<file path="config.mk">
export PLATFORM = sky130hd
export DESIGN_NAME = clock_monitor
export DESIGN_NICKNAME = d
export VERILOG_FILES = /design/src/rtl/clock_monitor.sv
export SDC_FILE = /design/constraint.sdc
export NUM_CORES = 1
export LEC_CHECK = 0
export ABC_AREA = 1
export ABC_CLOCK_PERIOD_IN_PS = 5100
export BUFFER_PORTS_ARGS = -buffer_cell sky130_fd_sc_hd__clkbuf_2
export CORE_MARGIN = 5
export CORE_UTILIZATION = 35
export CTS_CLUSTER_SIZE = 24
export DETAILED_ROUTE_END_ITERATION = 7
export PLACE_DENSITY = 0.61
export SLEW_MARGIN = 10
export SYNTH_ARGS = -nofsm -noshare
export SYNTH_HDL_FRONTEND = slang
export SYNTH_SLANG_ARGS = --single-unit
</file>
<file path="constraint.sdc">
create_clock -name clk -period 5.1 [get_ports clk]
set_input_delay 1.02 -clock clk [delete_from_list [all_inputs] [get_ports clk]]
set_output_delay 1.02 -clock clk [all_outputs]
set_load 0.005 [all_outputs]
</file>
<file path="src/rtl/clock_monitor.sv">
// ---------------------------------------------------------------------------
// clock_monitor
//
// Checks a generated clock. The free-running clk samples mon_clk, and each
// mon_clk period and high time is measured in clk cycles. The block flags
// out-of-range periods, out-of-range high times and a stuck clock, and it
// reports lock once enough consecutive good periods have been seen.
//
// Parameters
//   CNT_W     width of the period/high counters and the measurement outputs
//   LOCK_CNT  consecutive good measurements needed to assert locked (>= 1)
//   TIMEOUT   clk cycles without a mon_clk rise before stuck_err (< 2^CNT_W)
//
// Ports
//   clk          sampling clock, at least 4x the mon_clk frequency
//   rst_n        asynchronous active-low reset
//   mon_clk      monitored clock, asynchronous to clk
//   enable       1 = monitoring active
//   per_min/max  inclusive legal period range (clk cycles)
//   hi_min/max   inclusive legal high-time range (clk cycles)
//   err_clr      one-cycle pulse; clears the sticky flags and err_cnt
//   meas_valid   one-cycle pulse; new period_meas/high_meas available
//   period_meas  last measured period
//   high_meas    last measured high time
//   period_err   sticky: a period was out of range
//   duty_err     sticky: a high time was out of range
//   stuck_err    sticky: no mon_clk rise for TIMEOUT cycles
//   err_cnt      bad measurements plus timeouts, saturating at 16'hFFFF
//   locked       LOCK_CNT consecutive good measurements seen
// ---------------------------------------------------------------------------
module clock_monitor #(
    parameter int CNT_W    = 16,
    parameter int LOCK_CNT = 4,
    parameter int TIMEOUT  = 1000
) (
    input  logic             clk,
    input  logic             rst_n,
    input  logic             mon_clk,
    input  logic             enable,
    input  logic [CNT_W-1:0] per_min,
    input  logic [CNT_W-1:0] per_max,
    input  logic [CNT_W-1:0] hi_min,
    input  logic [CNT_W-1:0] hi_max,
    input  logic             err_clr,
    output logic             meas_valid,
    output logic [CNT_W-1:0] period_meas,
    output logic [CNT_W-1:0] high_meas,
    output logic             period_err,
    output logic             duty_err,
    output logic             stuck_err,
    output logic [15:0]      err_cnt,
    output logic             locked
);

    localparam logic [1:0] ST_IDLE = 2'd0;
    localparam logic [1:0] ST_WAIT = 2'd1;
    localparam logic [1:0] ST_MEAS = 2'd2;

    localparam int               GOOD_W    = $clog2(LOCK_CNT + 1);
    localparam logic [CNT_W-1:0] CNT_MAX   = {CNT_W{1'b1}};
    localparam logic [CNT_W-1:0] CNT_ONE   = CNT_W'(1);
    localparam logic [CNT_W-1:0] TIMEOUT_V = CNT_W'(TIMEOUT);
    localparam logic [GOOD_W-1:0] LOCK_V   = GOOD_W'(LOCK_CNT);
    localparam logic [GOOD_W-1:0] GOOD_ONE = GOOD_W'(1);
    localparam logic [15:0]      ERR_MAX   = 16'hFFFF;

    // Saturating increment for the period/high counters.
    function automatic logic [CNT_W-1:0] sat_inc(input logic [CNT_W-1:0] v);
        if (v == CNT_MAX) begin
            return v;
        end else begin
            return v + CNT_ONE;
        end
    endfunction

    logic              r_sync1;
    logic              r_s_q;
    logic              r_prev_q;
    logic [1:0]        r_state;
    logic [CNT_W-1:0]  r_per_cnt;
    logic [CNT_W-1:0]  r_hi_cnt;
    logic              r_to_fired;
    logic [GOOD_W-1:0] r_good_cnt;

    logic              w_rise;
    logic              w_run;
    logic              w_capture;
    logic              w_per_bad;
    logic              w_hi_bad;
    logic              w_meas_bad;
    logic              w_meas_good;
    logic              w_timeout;
    logic              w_new_err;
    logic [1:0]        w_state_nxt;
    logic [CNT_W-1:0]  w_per_nxt;
    logic [CNT_W-1:0]  w_hi_nxt;
    logic              w_to_fired_nxt;
    logic [GOOD_W-1:0] w_good_nxt;
    logic [15:0]       w_cnt_base;
    logic [15:0]       w_cnt_nxt;

    assign w_rise      = r_s_q & ~r_prev_q;
    // Counters only run while enabled in an active state; enable falling
    // zeroes them, so a truncated period is never reported.
    assign w_run       = enable & ((r_state == ST_WAIT) | (r_state == ST_MEAS));
    assign w_capture   = w_run & (r_state == ST_MEAS) & w_rise;
    // Counter values are the pre-load values, i.e. the completed period.
    assign w_per_bad   = (r_per_cnt < per_min) | (r_per_cnt > per_max);
    assign w_hi_bad    = (r_hi_cnt < hi_min) | (r_hi_cnt > hi_max);
    assign w_meas_bad  = w_capture & (w_per_bad | w_hi_bad);
    assign w_meas_good = w_capture & ~(w_per_bad | w_hi_bad);
    // r_to_fired keeps one stuck episode from being counted twice.
    assign w_timeout   = w_run & ~w_rise & ~r_to_fired & (r_per_cnt == TIMEOUT_V);
    assign w_new_err   = w_meas_bad | w_timeout;

    // Next-state selection for the IDLE / WAIT_EDGE / MEASURE controller.
    always_comb begin
        w_state_nxt = r_state;
        case (r_state)
            ST_IDLE: begin
                if (enable) begin
                    w_state_nxt = ST_WAIT;
                end else begin
                    w_state_nxt = ST_IDLE;
                end
            end
            ST_WAIT: begin
                if (!enable) begin
                    w_state_nxt = ST_IDLE;
                end else if (w_rise) begin
                    w_state_nxt = ST_MEAS;
                end else begin
                    w_state_nxt = ST_WAIT;
                end
            end
            ST_MEAS: begin
                if (!enable) begin
                    w_state_nxt = ST_IDLE;
                end else if (w_timeout) begin
                    w_state_nxt = ST_WAIT;
                end else begin
                    w_state_nxt = ST_MEAS;
                end
            end
            default: begin
                w_state_nxt = ST_IDLE;
            end
        endcase
    end

    // Next values for the period/high counters and the timeout latch.
    always_comb begin
        w_per_nxt      = r_per_cnt;
        w_hi_nxt       = r_hi_cnt;
        w_to_fired_nxt = r_to_fired;
        if (!w_run) begin
            w_per_nxt      = '0;
            w_hi_nxt       = '0;
            w_to_fired_nxt = 1'b0;
        end else if (w_rise) begin
            w_per_nxt      = CNT_ONE;
            w_hi_nxt       = CNT_ONE;
            w_to_fired_nxt = 1'b0;
        end else begin
            w_per_nxt = sat_inc(r_per_cnt);
            if (r_s_q) begin
                w_hi_nxt = sat_inc(r_hi_cnt);
            end else begin
                w_hi_nxt = r_hi_cnt;
            end
            if (w_timeout) begin
                w_to_fired_nxt = 1'b1;
            end else begin
                w_to_fired_nxt = r_to_fired;
            end
        end
    end

    // Next values for the good-measurement run length and the error counter.
    always_comb begin
        w_good_nxt = r_good_cnt;
        if (!w_run || w_new_err) begin
            w_good_nxt = '0;
        end else if (w_meas_good && (r_good_cnt != LOCK_V)) begin
            w_good_nxt = r_good_cnt + GOOD_ONE;
        end else begin
            w_good_nxt = r_good_cnt;
        end

        // A clear coinciding with a new error leaves exactly that one error.
        if (err_clr) begin
            w_cnt_base = 16'h0000;
        end else begin
            w_cnt_base = err_cnt;
        end
        if (w_new_err && (w_cnt_base != ERR_MAX)) begin
            w_cnt_nxt = w_cnt_base + 16'h0001;
        end else begin
            w_cnt_nxt = w_cnt_base;
        end
    end

    // mon_clk synchronizer and previous-sample register for edge detection.
    always_ff @(posedge clk or negedge rst_n) begin
        if (!rst_n) begin
            r_sync1  <= 1'b0;
            r_s_q    <= 1'b0;
            r_prev_q <= 1'b0;
        end else begin
            r_sync1  <= mon_clk;
            r_s_q    <= r_sync1;
            r_prev_q <= r_s_q;
        end
    end

    // Controller state, counters and lock tracking.
    always_ff @(posedge clk or negedge rst_n) begin
        if (!rst_n) begin
            r_state    <= ST_IDLE;
            r_per_cnt  <= '0;
            r_hi_cnt   <= '0;
            r_to_fired <= 1'b0;
            r_good_cnt <= '0;
            locked     <= 1'b0;
        end else begin
            r_state    <= w_state_nxt;
            r_per_cnt  <= w_per_nxt;
            r_hi_cnt   <= w_hi_nxt;
            r_to_fired <= w_to_fired_nxt;
            r_good_cnt <= w_good_nxt;
            locked     <= (w_good_nxt == LOCK_V);
        end
    end

    // Measurement capture and the valid strobe.
    always_ff @(posedge clk or negedge rst_n) begin
        if (!rst_n) begin
            meas_valid  <= 1'b0;
            period_meas <= '0;
            high_meas   <= '0;
        end else begin
            meas_valid <= w_capture;
            if (w_capture) begin
                period_meas <= r_per_cnt;
                high_meas   <= r_hi_cnt;
            end else begin
                period_meas <= period_meas;
                high_meas   <= high_meas;
            end
        end
    end

    // Sticky error flags and the error counter; a new error wins over clear.
    always_ff @(posedge clk or negedge rst_n) begin
        if (!rst_n) begin
            period_err <= 1'b0;
            duty_err   <= 1'b0;
            stuck_err  <= 1'b0;
            err_cnt    <= 16'h0000;
        end else begin
            period_err <= (period_err & ~err_clr) | (w_capture & w_per_bad);
            duty_err   <= (duty_err & ~err_clr) | (w_capture & w_hi_bad);
            stuck_err  <= (stuck_err & ~err_clr) | w_timeout;
            err_cnt    <= w_cnt_nxt;
        end
    end

endmodule
</file>
==> results of run 1 <==
report_power, final:
group / switching [mW] / internal (mW) / total [mW]
Sequential: 0.00558 / 0.752 / 0.758
Combinational: 0.0816 / 0.0489 / 0.131
Clock: 0.286 / 0.410 / 0.696
Total: 0.374 / 1.21 / 1.58
metrics by stage:
stage | instances | power (mW)
after floorplan | 823 | 0.840
after global placement | 1159 | 0.904
after detailed placement | 1159 | 0.904
after CTS | 1175 | 1.60
after global routing | 1175 | 1.66
final | 1176 | 1.58
kinds of logic after synthesis:
logic type	synth area share
DFF	0.377
buffers and inverters	0.110
xor gates and xnor gates	0.0211
and+or+nand+nor	0.237
AOI/OAI and AO/OA	0.110
adders and majority gates	0.144
routing by layer:
layer	share of wire	vias up	wire, um	track usage
met3	0.057	8	912	0.0313
met2	0.46	115	7290	0.260
met5	0	-	0	0
li1	-	2895	-	-
met4	0.0087	0	139	0.0357
met1	0.48	2485	7640	0.215
cell type report:
class / count / area [um^2] / area share
multi-input cells: 552 / 3200 / 0.433
flip-flops and latches: 94 / 2350 / 0.318
repair buffers: 124 / 631 / 0.0853
inverters: 164 / 618 / 0.0836
well taps: 225 / 282 / 0.0381
clock buffers: 12 / 256 / 0.0347
clock inverters: 4 / 52.6 / 0.00711
diodes: 1 / 2.50 / 0.000338
flip-flops by register name, summed over array words and instances (netlist names), 2 cells and up:
signal       flops
r_hi_cnt        16
err_cnt         16
r_good_cnt       3
period_meas     16
r_state          2
r_per_cnt       16
high_meas       16
cell usage after synthesis (all sizes together):
master   count
nand3       28
clkbuf      10
a211oi       4
a21oi       41
o21bai       1
clkinv       1
ha          72
o21ai       68
nor3        28
xnor2        4
a21o         2
nand4       23
o211a        1
o211ai       3
a31oi        4
buf          3
nand2      190
dfrtp       94
nor4         8
inv        163
a2bb2oi      1
xor2        11
nor2        63
worst max-delay path by stage:
| stage | end | slack, ns |
|---|---|---|
| 2_1_floorplan | err_cnt[9] | 2.19 |
| 3_3_place_gp | err_cnt[8] | 2.02 |
| 3_5_place_dp | err_cnt[5] | 1.92 |
| 4_1_cts | err_cnt[5] | 2.29 |
| 5_1_grt | err_cnt[12] | 2.10 |
| 6_report | err_cnt[5] | 2.29 |
==> impl_metrics.sql, run 1 <==
INSERT INTO impl_metrics (metric_group, metric, value, unit) VALUES
('final_layout', 'utilization', '0.424', ''),
('final_layout', 'layout-area-overhead-vs-synth', '18.6', '%'),
('critical_path', 'critical_path_required', '5.31', 'ns'),
('place', 'place_congestion', '0.829', ''),
('place', 'hpwl', '12500', 'um'),
('sta', 'setup_viol', '0', ''),
('critical_path', 'kind_of_critical_path', 'in -> reg', ''),
('synthesis', 'syn_nets', '964', ''),
('sta', 'slew_headroom', '0.541', ''),
('critical_path', 'start_kind', 'input port', ''),
('run_status', 'outcome', 'completed', ''),
('critical_path', 'cpLargestDelayFamily', 'simple AND/OR/NAND/NOR gates', ''),
('routing', 'detail-route-antenna-nets', '0', ''),
('synthesis', 'synthDistinctLibCells', '34', ''),
('place', 'preCtsSetupSlack', '1.92', 'ns'),
('global_routing', 'overflow', '0', ''),
('critical_path', 'crit_reg_reg_startpoint', 'r_state[0]', ''),
('final_layout', 'nFillCells', '1821', ''),
('sta', 'grt_setup_unrepaired', 'no', ''),
('synthesis', 'synthDominantAreaCellType', 'dfrtp_1', ''),
('routing', 'firstDrtPassIters', '6', ''),
('synthesis', 'synthTopCellsByArea', 'dfrtp_1 38%, ha_1 14%, nand2_1 11%', ''),
('hold_path', 'worst_hold_path.endpoint', 'r_s_q', ''),
('sta', 'holdWs', '0.361', 'ns'),
('critical_path', 'critical-path-max-stage-delay', '0.26', 'ns'),
('clock_network', 'numCtsBuffers', '9', ''),
('routing', 'wl', '16000', 'um'),
('place', 'post_dp_cell_area', '0.00708', 'mm^2'),
('sta', 'final_max_slew_viol_count', '0', ''),
('floorplanning', 'die_y', '143', 'um'),
('floorplanning', 'die_area', '0.0206', 'mm^2'),
('critical_path', 'worst-r2r-setup-slack', '2.55', 'ns'),
('sta', 'setup_slack', '2.29', 'ns'),
('hold_path', 'hold_path_depth', '0', ''),
('sta', 'time_the_worst_path_needs_with_i_o_delays_and_setup', '2.81', 'ns'),
('sta', 'tightest_pin_transition', '0.689', 'ns'),
('synthesis', 'synthesis_warnings', '0', ''),
('critical_path', 'timing.critical_path.depth', '14', ''),
('clock_network', 'post_cts_resize_count', '0', ''),
('clock_network', 'sink_count_of_the_clock_tree', '94', ''),
('routing', 'num_vias', '5503', ''),
('clock_network', 'tritoncts_clock_tree', 'done', ''),
('critical_path', 'critical_path_cell_by_cell', 'clkbuf_2, nor2_1, ha_1, inv_1, nor4_4, nand2_2, nor2_4, nand2_2, nor2_4, nand4_2, nand2_4, inv_4, nand2_1, o21ai_1', ''),
('critical_path', 'r2r_end', 'r_hi_cnt[11]', ''),
('routing', 'number_of_drc_markers_after_the_initial_detailed_route_iteration', '255', ''),
('clock_network', 'clock-root-buffer', 'clkbuf_16', ''),
('final_layout', 'drive_gt1_frac', '0.165', ''),
('clock_network', 'worst_skew_pair.late_latency', '0.34', 'ns'),
('critical_path', 'cp_data_arrival_time', '3.03', 'ns'),
('clock_network', 'cts_max_level', '3', ''),
('clock_network', 'clock_tree.buffer_depth', '2', ''),
('pwr', 'static-leakage-power', '3.99', 'nW'),
('routing', 'drc', '0', ''),
('clock_network', 'cts_setup_buffers', '0', ''),
('final_layout', 'layout.cells.most_common', 'nand2_1', ''),
('floorplanning', 'ioPinCount', '122', ''),
('synthesis', 'mapped_avg_cell_area', '7.58', 'um^2'),
('run', 'cap_violations', '0', ''),
('final_layout', 'mostFrequentLayoutCells', '186 x nand2_1, 161 x inv_1, 120 x clkbuf_2', ''),
('sta', 'final.period_utilization', '0.552', ''),
('floorplanning', 'die_w', '143', 'um'),
('synthesis', 'synth-seq-area-share', '0.377', ''),
('synthesis', 'netlist.area_leader.share', '0.377', ''),
('pwr', 'p_per_area', '214', 'mW/mm^2'),
('floorplanning', 'design.core.area', '0.0174', 'mm^2'),
('global_routing', 'grt_usage', '0.158', ''),
('critical_path', 'critical_path.n_buffers_inverters', '3', ''),
('sta', 'finClkSkew', '0.00816', 'ns'),
('final_layout', 'nets', '1086', ''),
('routing', 'vias_per_cell', '4.68', ''),
('critical_path', 'timing.critical_path.slowest_stage_cell', 'nor2_1', '');
(Power assumes the default switching activity.)
==> run 2, diff against run 1 <==
--- a/config.mk
+++ b/config.mk
@@ -6,7 +6,7 @@
 export NUM_CORES = 1
 export LEC_CHECK = 0
 export ABC_AREA = 1
-export ABC_CLOCK_PERIOD_IN_PS = 5100
+export ABC_CLOCK_PERIOD_IN_PS = 2870
 export BUFFER_PORTS_ARGS = -buffer_cell sky130_fd_sc_hd__clkbuf_2
 export CORE_MARGIN = 5
 export CORE_UTILIZATION = 35
==> constraint.sdc (replaced) <==
create_clock -name clk -period 2.87 [get_ports clk]
set_input_delay 0.574 -clock clk [delete_from_list [all_inputs] [get_ports clk]]
set_output_delay 0.574 -clock clk [all_outputs]
set_load 0.005 [all_outputs]
==> impl_metrics.sql, run 2 (same netlist as run 1, synthesis figures left out) <==
INSERT INTO impl_metrics (metric_group, metric, value, unit) VALUES
('run', 'cap_violations', '0', ''),
('global_routing', 'vias_in_the_first_global_route', '5299', ''),
('routing', 'final_routed_wire_length_divided_by_cell_count', '13.5', 'um'),
('clock_network', 'clock_tree.buffer_depth', '2', ''),
('routing', 'num_vias', '5498', ''),
('final_layout', 'mostFrequentLayoutCells', '186 x nand2_1, 161 x inv_1, 120 x clkbuf_2', ''),
('global_routing', 'grt_usage', '0.159', ''),
('critical_path', 'start_kind', 'flip-flop', ''),
('pwr', 'p_per_area', '364', 'mW/mm^2'),
('critical_path', 'critical_path.n_buffers_inverters', '4', ''),
('floorplanning', 'die_y', '143', 'um'),
('floorplanning', 'die_area', '0.0206', 'mm^2'),
('sta', 'setup_slack', '0.425', 'ns'),
('sta', 'finClkSkew', '0.0124', 'ns'),
('critical_path', 'critical_path_cell_by_cell', 'inv_1, ha_1, nand2_1, nor2_1, inv_1, buf_4, nor2_1, nand3_1, inv_1, nor3_1, a21oi_1, nor3_1', ''),
('global_routing', 'antenna_found_initial', '0', ''),
('place', 'buffer_ports.inserted', '121', ''),
('critical_path', 'cp-startpoint', 'r_state[0]', ''),
('critical_path', 'cpLargestDelayFamily', 'simple AND/OR/NAND/NOR gates', ''),
('critical_path', 'critPathCaptureType', 'flip-flop', ''),
('place', 'place_congestion', '0.870', ''),
('sta', 'tns', '0', 'ns'),
('critical_path', 'critical_path_required', '3.14', 'ns'),
('floorplanning', 'ioPinCount', '122', ''),
('sta', 'fmax', '409', 'MHz'),
('clock_network', 'sink_count_of_the_clock_tree', '94', ''),
('routing', 'firstDrtPassIters', '4', ''),
('floorplanning', 'placementRows', '48', ''),
('clock_network', 'numCtsBuffers', '9', ''),
('sta', 'setup_viol', '0', ''),
('place', 'preCtsSetupSlack', '0.265', 'ns'),
('sta', 'slew_headroom', '0.438', ''),
('sta', 'tightest_pin_transition', '0.843', 'ns'),
('clock_network', 'clock-root-buffer', 'clkbuf_16', ''),
('global_routing', 'overflow', '0', ''),
('final_layout', 'antenna_cells', '0', ''),
('final_layout', 'nets', '1092', ''),
('final_layout', 'nFillCells', '1818', ''),
('critical_path', 'timing.critical_path.slowest_stage_cell', 'dfrtp_1', ''),
('clock_network', 'ctsHoldBuffers', '0', ''),
('pwr', 'static-leakage-power', '3.99', 'nW'),
('routing', 'wl', '15900', 'um'),
('floorplanning', 'design.core.area', '0.0174', 'mm^2'),
('place', 'hpwl', '12600', 'um'),
('clock_network', 'cts_setup_buffers', '0', ''),
('sta', 'grt_setup_unrepaired', 'no', ''),
('critical_path', 'critical_path_peak_fanout', '7', ''),
('final_layout', 'layout-area-overhead-vs-synth', '18.6', '%'),
('final_layout', 'layout.cells.most_common', 'nand2_1', ''),
('hold_path', 'worstHoldPathType', 'in -> async', ''),
('routing', 'number_of_drc_markers_after_the_initial_detailed_route_iteration', '353', ''),
('floorplanning', 'die_w', '143', 'um'),
('sta', 'time_the_worst_path_needs_with_i_o_delays_and_setup', '2.44', 'ns'),
('critical_path', 'cpMostUsedCell', 'inv_1', ''),
('routing', 'vias_per_cell', '4.66', ''),
('clock_network', 'cts_max_level', '3', ''),
('routing', 'drc', '0', ''),
('pwr', 'vdd_drop_max', '0.275', 'mV'),
('clock_network', 'tritoncts_clock_tree', 'done', ''),
('critical_path', 'critical-path-max-stage-delay', '0.38', 'ns'),
('critical_path', 'kind_of_critical_path', 'reg -> reg', ''),
('sta', 'final_max_slew_viol_count', '0', ''),
('global_routing', 'grt_max_degree', '66', ''),
('critical_path', 'crit_reg_reg_startpoint', 'r_state[0]', ''),
('sta', 'final.period_utilization', '0.852', ''),
('critical_path', 'cp_data_arrival_time', '2.72', 'ns'),
('routing', 'detail-route-antenna-nets', '0', ''),
('clock_network', 'cts.clk_slew.worst_paths', '0.07', 'ns'),
('final_layout', 'drive_gt1_frac', '0.171', ''),
('global_routing', 'first_pass_grt_wire_length', '26400', 'um'),
('clock_network', 'worst_skew_pair.late_latency', '0.35', 'ns'),
('sta', 'report.final.hold_viol_count', '0', ''),
('floorplanning', 'effective_utilization_at_floorplan', '0.358', ''),
('clock_network', 'post_cts_resize_count', '0', ''),
('run_status', 'outcome', 'completed', '');
## run 2: changes by cell type in the layout (fill, tap and decap cells not counted), sizes merged
cell	change
clkinv	+3
clkinvlp	+2
bufinv	-1
clkbuf	-2
buf	+6
diode	-1
inv	-2
## run 2: final timing paths
| check | endpoint | slack, ns | cells after the start |
|---|---|---|---|
| max | r_per_cnt[7] | 0.43 | 12 |
| min | high_meas[9] | 0.32 | 1 |
| max reg2reg | r_per_cnt[7] | 0.43 | 12 |
| min reg2reg | r_s_q | 0.36 | 0 |
| max in group asynchronous | period_meas[3] | 1.75 | 2 |
| min in group clk | r_s_q | 0.36 | 0 |
## run 2: cell type report
class / instances / area, um^2 / share of cell area
clock buffer: 10 / 229 / 0.0310
clock inverter: 6 / 38.8 / 0.00525
inverter: 164 / 618 / 0.0836
multi-input combinational: 552 / 3200 / 0.433
sequential: 94 / 2350 / 0.318
tap: 225 / 282 / 0.0381
timing repair buffer: 130 / 676 / 0.0914
## run 2: through the flow
step | cells | area (um^2) | hold WS, ns | total power [mW] | utilization
2_1_floorplan | 823 | 6230 | 0.278 | 1.49 | -
3_3_place_gp | 1165 | 7130 | 0.347 | 1.61 | 0.409
3_5_place_dp | 1165 | 7130 | 0.351 | 1.61 | 0.409
4_1_cts | 1181 | 7390 | 0.357 | 2.73 | 0.425
5_1_grt | 1181 | 7390 | 0.362 | 2.82 | 0.425
6_report | 1181 | 7390 | 0.317 | 2.69 | 0.425
## run 2: layer usage
layer	wire, um	GRT usage	up-vias
met2	7120	0.252	111
li1	-	-	2913
met1	7720	0.224	2458
met4	299	0.0565	0
met3	807	0.0213	16
met5	0	0	-
## run 2: power breakdown
group	switching [mW]	internal [mW]	total, mW
clock network	0.523	0.585	1.11
logic	0.146	0.0902	0.237
registers	0.00992	1.34	1.35
total	0.680	2.01	2.69
## run 2: worst register-to-register path, stage by stage (launching register included)
cell and delay, ns:
dfrtp_1 0.38, inv_1 0.07, ha_1 0.28, nand2_1 0.13, nor2_1 0.08, inv_1 0.21, buf_4 0.20, nor2_1 0.06
nand3_1 0.27, inv_1 0.20, nor3_1 0.25, a21oi_1 0.10, nor3_1 0.13
==> run 3, diff against run 2 <==
--- a/config.mk
+++ b/config.mk
@@ -5,7 +5,6 @@
 export SDC_FILE = /design/constraint.sdc
 export NUM_CORES = 1
 export LEC_CHECK = 0
-export ABC_AREA = 1
 export ABC_CLOCK_PERIOD_IN_PS = 2870
 export BUFFER_PORTS_ARGS = -buffer_cell sky130_fd_sc_hd__clkbuf_2
 export CORE_MARGIN = 5
==> impl_metrics.sql, run 3 <==
INSERT INTO impl_metrics (metric_group, metric, value, unit) VALUES
('run_status', 'outcome', 'completed', ''),
('synthesis', 'dominantRegCellSynth', 'dfrtp_1', ''),
('critical_path', 'kind_of_critical_path', 'reg -> reg', ''),
('routing', 'wl', '16400', 'um'),
('final_layout', 'drive_gt1_frac', '0.285', ''),
('sta', 'holdWs', '0.220', 'ns'),
('final_layout', 'stdcell_area', '0.00795', 'mm^2'),
('clock_network', 'tritoncts_clock_tree', 'done', ''),
('global_routing', 'grtUsageMet1', '0.216', ''),
('synthesis', 'synthesis_warnings', '0', ''),
('clock_network', 'worst_skew_pair.late_latency', '0.35', 'ns'),
('clock_network', 'cts.clk_slew.worst_paths', '0.07', 'ns'),
('global_routing', 'grt_max_degree', '54', ''),
('floorplanning', 'design.core.area', '0.0172', 'mm^2'),
('pwr', 'vdd_drop_max', '0.273', 'mV'),
('sta', 'finClkSkew', '0.00792', 'ns'),
('routing', 'number_of_drc_markers_after_the_initial_detailed_route_iteration', '244', ''),
('place', 'post_dp_cell_area', '0.00735', 'mm^2'),
('floorplanning', 'ioPinCount', '122', ''),
('final_layout', 'layout-area-overhead-vs-synth', '29.7', '%'),
('floorplanning', 'die_area', '0.0203', 'mm^2'),
('critical_path', 'critical_path_peak_fanout', '8', ''),
('sta', 'fmax', '359', 'MHz'),
('pwr', 'total_power', '2.84', 'mW'),
('synthesis', 'ys_top_cells_by_count', '123 x nand2_1, 94 x dfrtp_1, 80 x inv_1', ''),
('hold_path', 'worstHoldPathType', 'in -> async', ''),
('final_layout', 'layout.cells.most_common', 'nand2_1', ''),
('clock_network', 'clock-root-buffer', 'clkbuf_16', ''),
('synthesis', 'postSynthCellCount', '701', ''),
('critical_path', 'critical_path_required', '3.11', 'ns'),
('critical_path', 'critPathCaptureType', 'flip-flop', ''),
('pwr', 'static-leakage-power', '4.21', 'nW'),
('global_routing', 'grt_usage', '0.162', ''),
('synthesis', 'synth_edf_count', '0', ''),
('sta', 'slew_headroom', '0.572', ''),
('global_routing', 'fraction_of_met3_tracks_used_by_global_routing', '0.0407', ''),
('synthesis', 'synthTopCellsByArea', 'dfrtp_1 38%, ha_1 15%, nand2_1 7.5%', ''),
('sta', 'time_the_worst_path_needs_with_i_o_delays_and_setup', '2.79', 'ns'),
('clock_network', 'sink_count_of_the_clock_tree', '94', ''),
('pwr', 'swShare', '0.250', ''),
('sta', 'final.period_utilization', '0.971', ''),
('synthesis', 'yosys_register_bits', '94', ''),
('sta', 'tns', '0', 'ns'),
('global_routing', 'vias_in_the_first_global_route', '5215', ''),
('place', 'preCtsSetupSlack', '-0.370', 'ns'),
('sta', 'report.final.hold_viol_count', '0', ''),
('final_layout', 'nets', '1019', ''),
('synthesis', 'post_synth_instance_area', '0.00613', 'mm^2'),
('sta', 'setup_slack', '0.0823', 'ns'),
('floorplanning', 'effective_utilization_at_floorplan', '0.356', ''),
('critical_path', 'cpMostUsedCell', 'buf_4', ''),
('synthesis', 'netlist.area_leader.share', '0.384', ''),
('routing', 'num_vias', '5424', ''),
('place', 'buffer_ports.inserted', '121', ''),
('routing', 'drc', '0', ''),
('synthesis', 'syn_nets', '842', ''),
('place', 'place_congestion', '0.861', ''),
('routing', 'detail-route-antenna-nets', '0', ''),
('pwr', 'total_switching_power', '710', 'uW'),
('pwr', 'power_report.internal_total', '2.13', 'mW'),
('global_routing', 'antenna_found_initial', '0', ''),
('sta', 'tightest_pin_transition', '0.640', 'ns'),
('final_layout', 'antenna_cells', '0', ''),
('run', 'cap_violations', '0', ''),
('synthesis', 'synth-seq-area-share', '0.384', ''),
('sta', 'grt_setup_unrepaired', 'yes', ''),
('global_routing', 'met2_usage', '0.270', ''),
('clock_network', 'cts_max_level', '3', ''),
('critical_path', 'cp_data_arrival_time', '3.02', 'ns'),
('critical_path', 'timing.critical_path.slowest_stage_cell', 'dfrtp_2', ''),
('synthesis', 'yosys.cell_count.top_type', 'nand2_1', ''),
('pwr', 'seqPwrFrac', '0.474', ''),
('floorplanning', 'die_w', '142', 'um'),
('pwr', 'p_per_area', '357', 'mW/mm^2'),
('global_routing', 'overflow', '0', ''),
('pwr', 'power.combinational.fraction', '0.089', ''),
('clock_network', 'clock_tree.buffer_depth', '2', ''),
('sta', 'final_max_slew_viol_count', '0', ''),
('floorplanning', 'placementRows', '48', ''),
('sta', 'setup_viol', '0', ''),
('synthesis', 'synthDominantAreaCellType', 'dfrtp_1', ''),
('synthesis', 'mapped_avg_cell_area', '8.75', 'um^2'),
('floorplanning', 'die_y', '142', 'um'),
('global_routing', 'top_usage_layer', 'met2', ''),
('pwr', 'clk_network_pwr_share', '0.437', ''),
('synthesis', 'synth-async-reset-ratio', '1.00', ''),
('global_routing', 'first_pass_grt_wire_length', '26400', 'um'),
('routing', 'vias_per_cell', '4.90', ''),
('synthesis', 'synthDistinctLibCells', '53', ''),
('clock_network', 'numCtsBuffers', '9', ''),
('critical_path', 'critical_path_cell_by_cell', 'buf_4, ha_1, buf_4, a21oi_4, o221ai_2, a2111oi_2, buf_4, nor4_4, buf_4, buf_12, a21boi_4, mux2_4', ''),
('routing', 'final_routed_wire_length_divided_by_cell_count', '14.8', 'um'),
('place', 'hpwl', '12400', 'um'),
('critical_path', 'start_kind', 'flip-flop', ''),
('critical_path', 'critical-path-max-stage-delay', '0.43', 'ns'),
('final_layout', 'mostFrequentLayoutCells', '122 x nand2_1, 120 x clkbuf_2, 91 x dfrtp_1', ''),
('routing', 'firstDrtPassIters', '4', '');
run 3: changes by cell type after synthesis, moves of 12 or more:
| cell | change |
|---|---|
| nand2_1 | -63 |
| nor3_1 | -16 |
| inv_1 | -81 |
| and3_1 | +12 |
| nand3_1 | -12 |
| o21ai_0 | -39 |
| nor2b_1 | +14 |
run 3: cell families (layout without fill, tap and decap cells):
family / Yosys count / after routing / share of synthesized area
simple gates: 292 / 292 / 0.230
mux: 13 / 13 / 0.0302
flops: 94 / 94 / 0.384
compound gates: 107 / 107 / 0.111
buf+inv: 100 / 282 / 0.0647
fa+ha+maj: 72 / 72 / 0.147
xor+xnor: 23 / 23 / 0.0329
run 3: worst paths after layout:
path | from | end | slack (ns) | depth (start not counted)
min in group clk | r_sync1 | r_s_q | 0.36 | 0
max in group asynchronous | rst_n | r_per_cnt[13] | 1.95 | 2
hold reg to reg | r_sync1 | r_s_q | 0.36 | 0
hold / removal | rst_n | period_meas[7] | 0.22 | 1
setup reg to reg | r_per_cnt[9] | err_cnt[1] | 0.08 | 12
setup / recovery | r_per_cnt[9] | err_cnt[1] | 0.08 | 12
run 3: power by group through the flow:
stage / logic [mW] / clock network (mW) / registers (mW)
3_3_place_gp: 0.243 / 0 / 1.37
5_1_grt: 0.294 / 1.34 / 1.35
4_1_cts: 0.249 / 1.29 / 1.35
3_5_place_dp: 0.245 / 0 / 1.37
2_1_floorplan: 0.114 / 0 / 1.37
6_report: 0.252 / 1.24 / 1.35
run 3: worst max-delay path: cells and delay by family, from the launching register on:
kind            cells  cell delay, ns
fa+ha+maj           1            0.29
compound gates      4            0.80
mux                 1            0.31
buf+inv             5            0.80
simple gates        1            0.05
flops               1            0.43
run 3: cell type report:
type                            count  area, um^2
Clock buffer                        9         225
Clock inverter                      7        81.3
Fill cell                        1694        9290
Inverter                           81         304
Multi-Input combinational cell    507        3560
Sequential cell                    94        2360
Tap cell                          225         282
Timing Repair Buffer              185        1140
run 3: what timing repair did:
action | 4_1_cts | 5_1_grt
gates cloned | 1 | 0
buffers inserted | 5 | 8
resized for setup | 6 | 26
pin swaps | 8 | 8
hold buffers | 0 | 0
endpoints found under the setup margin | 14 | 20
run 3: through the flow:
step                 util  cells
finish              0.461   1108
global placement    0.426   1079
global route        0.461   1108
CTS                 0.450   1100
floorplan               -    701
detailed placement  0.426   1079
run 3: routing by layer:
layer | vias to the layer above | wire length, um
met5 | - | 0
met4 | 0 | 233
met3 | 13 | 827
met2 | 114 | 7800
met1 | 2548 | 7510
li1 | 2749 | -
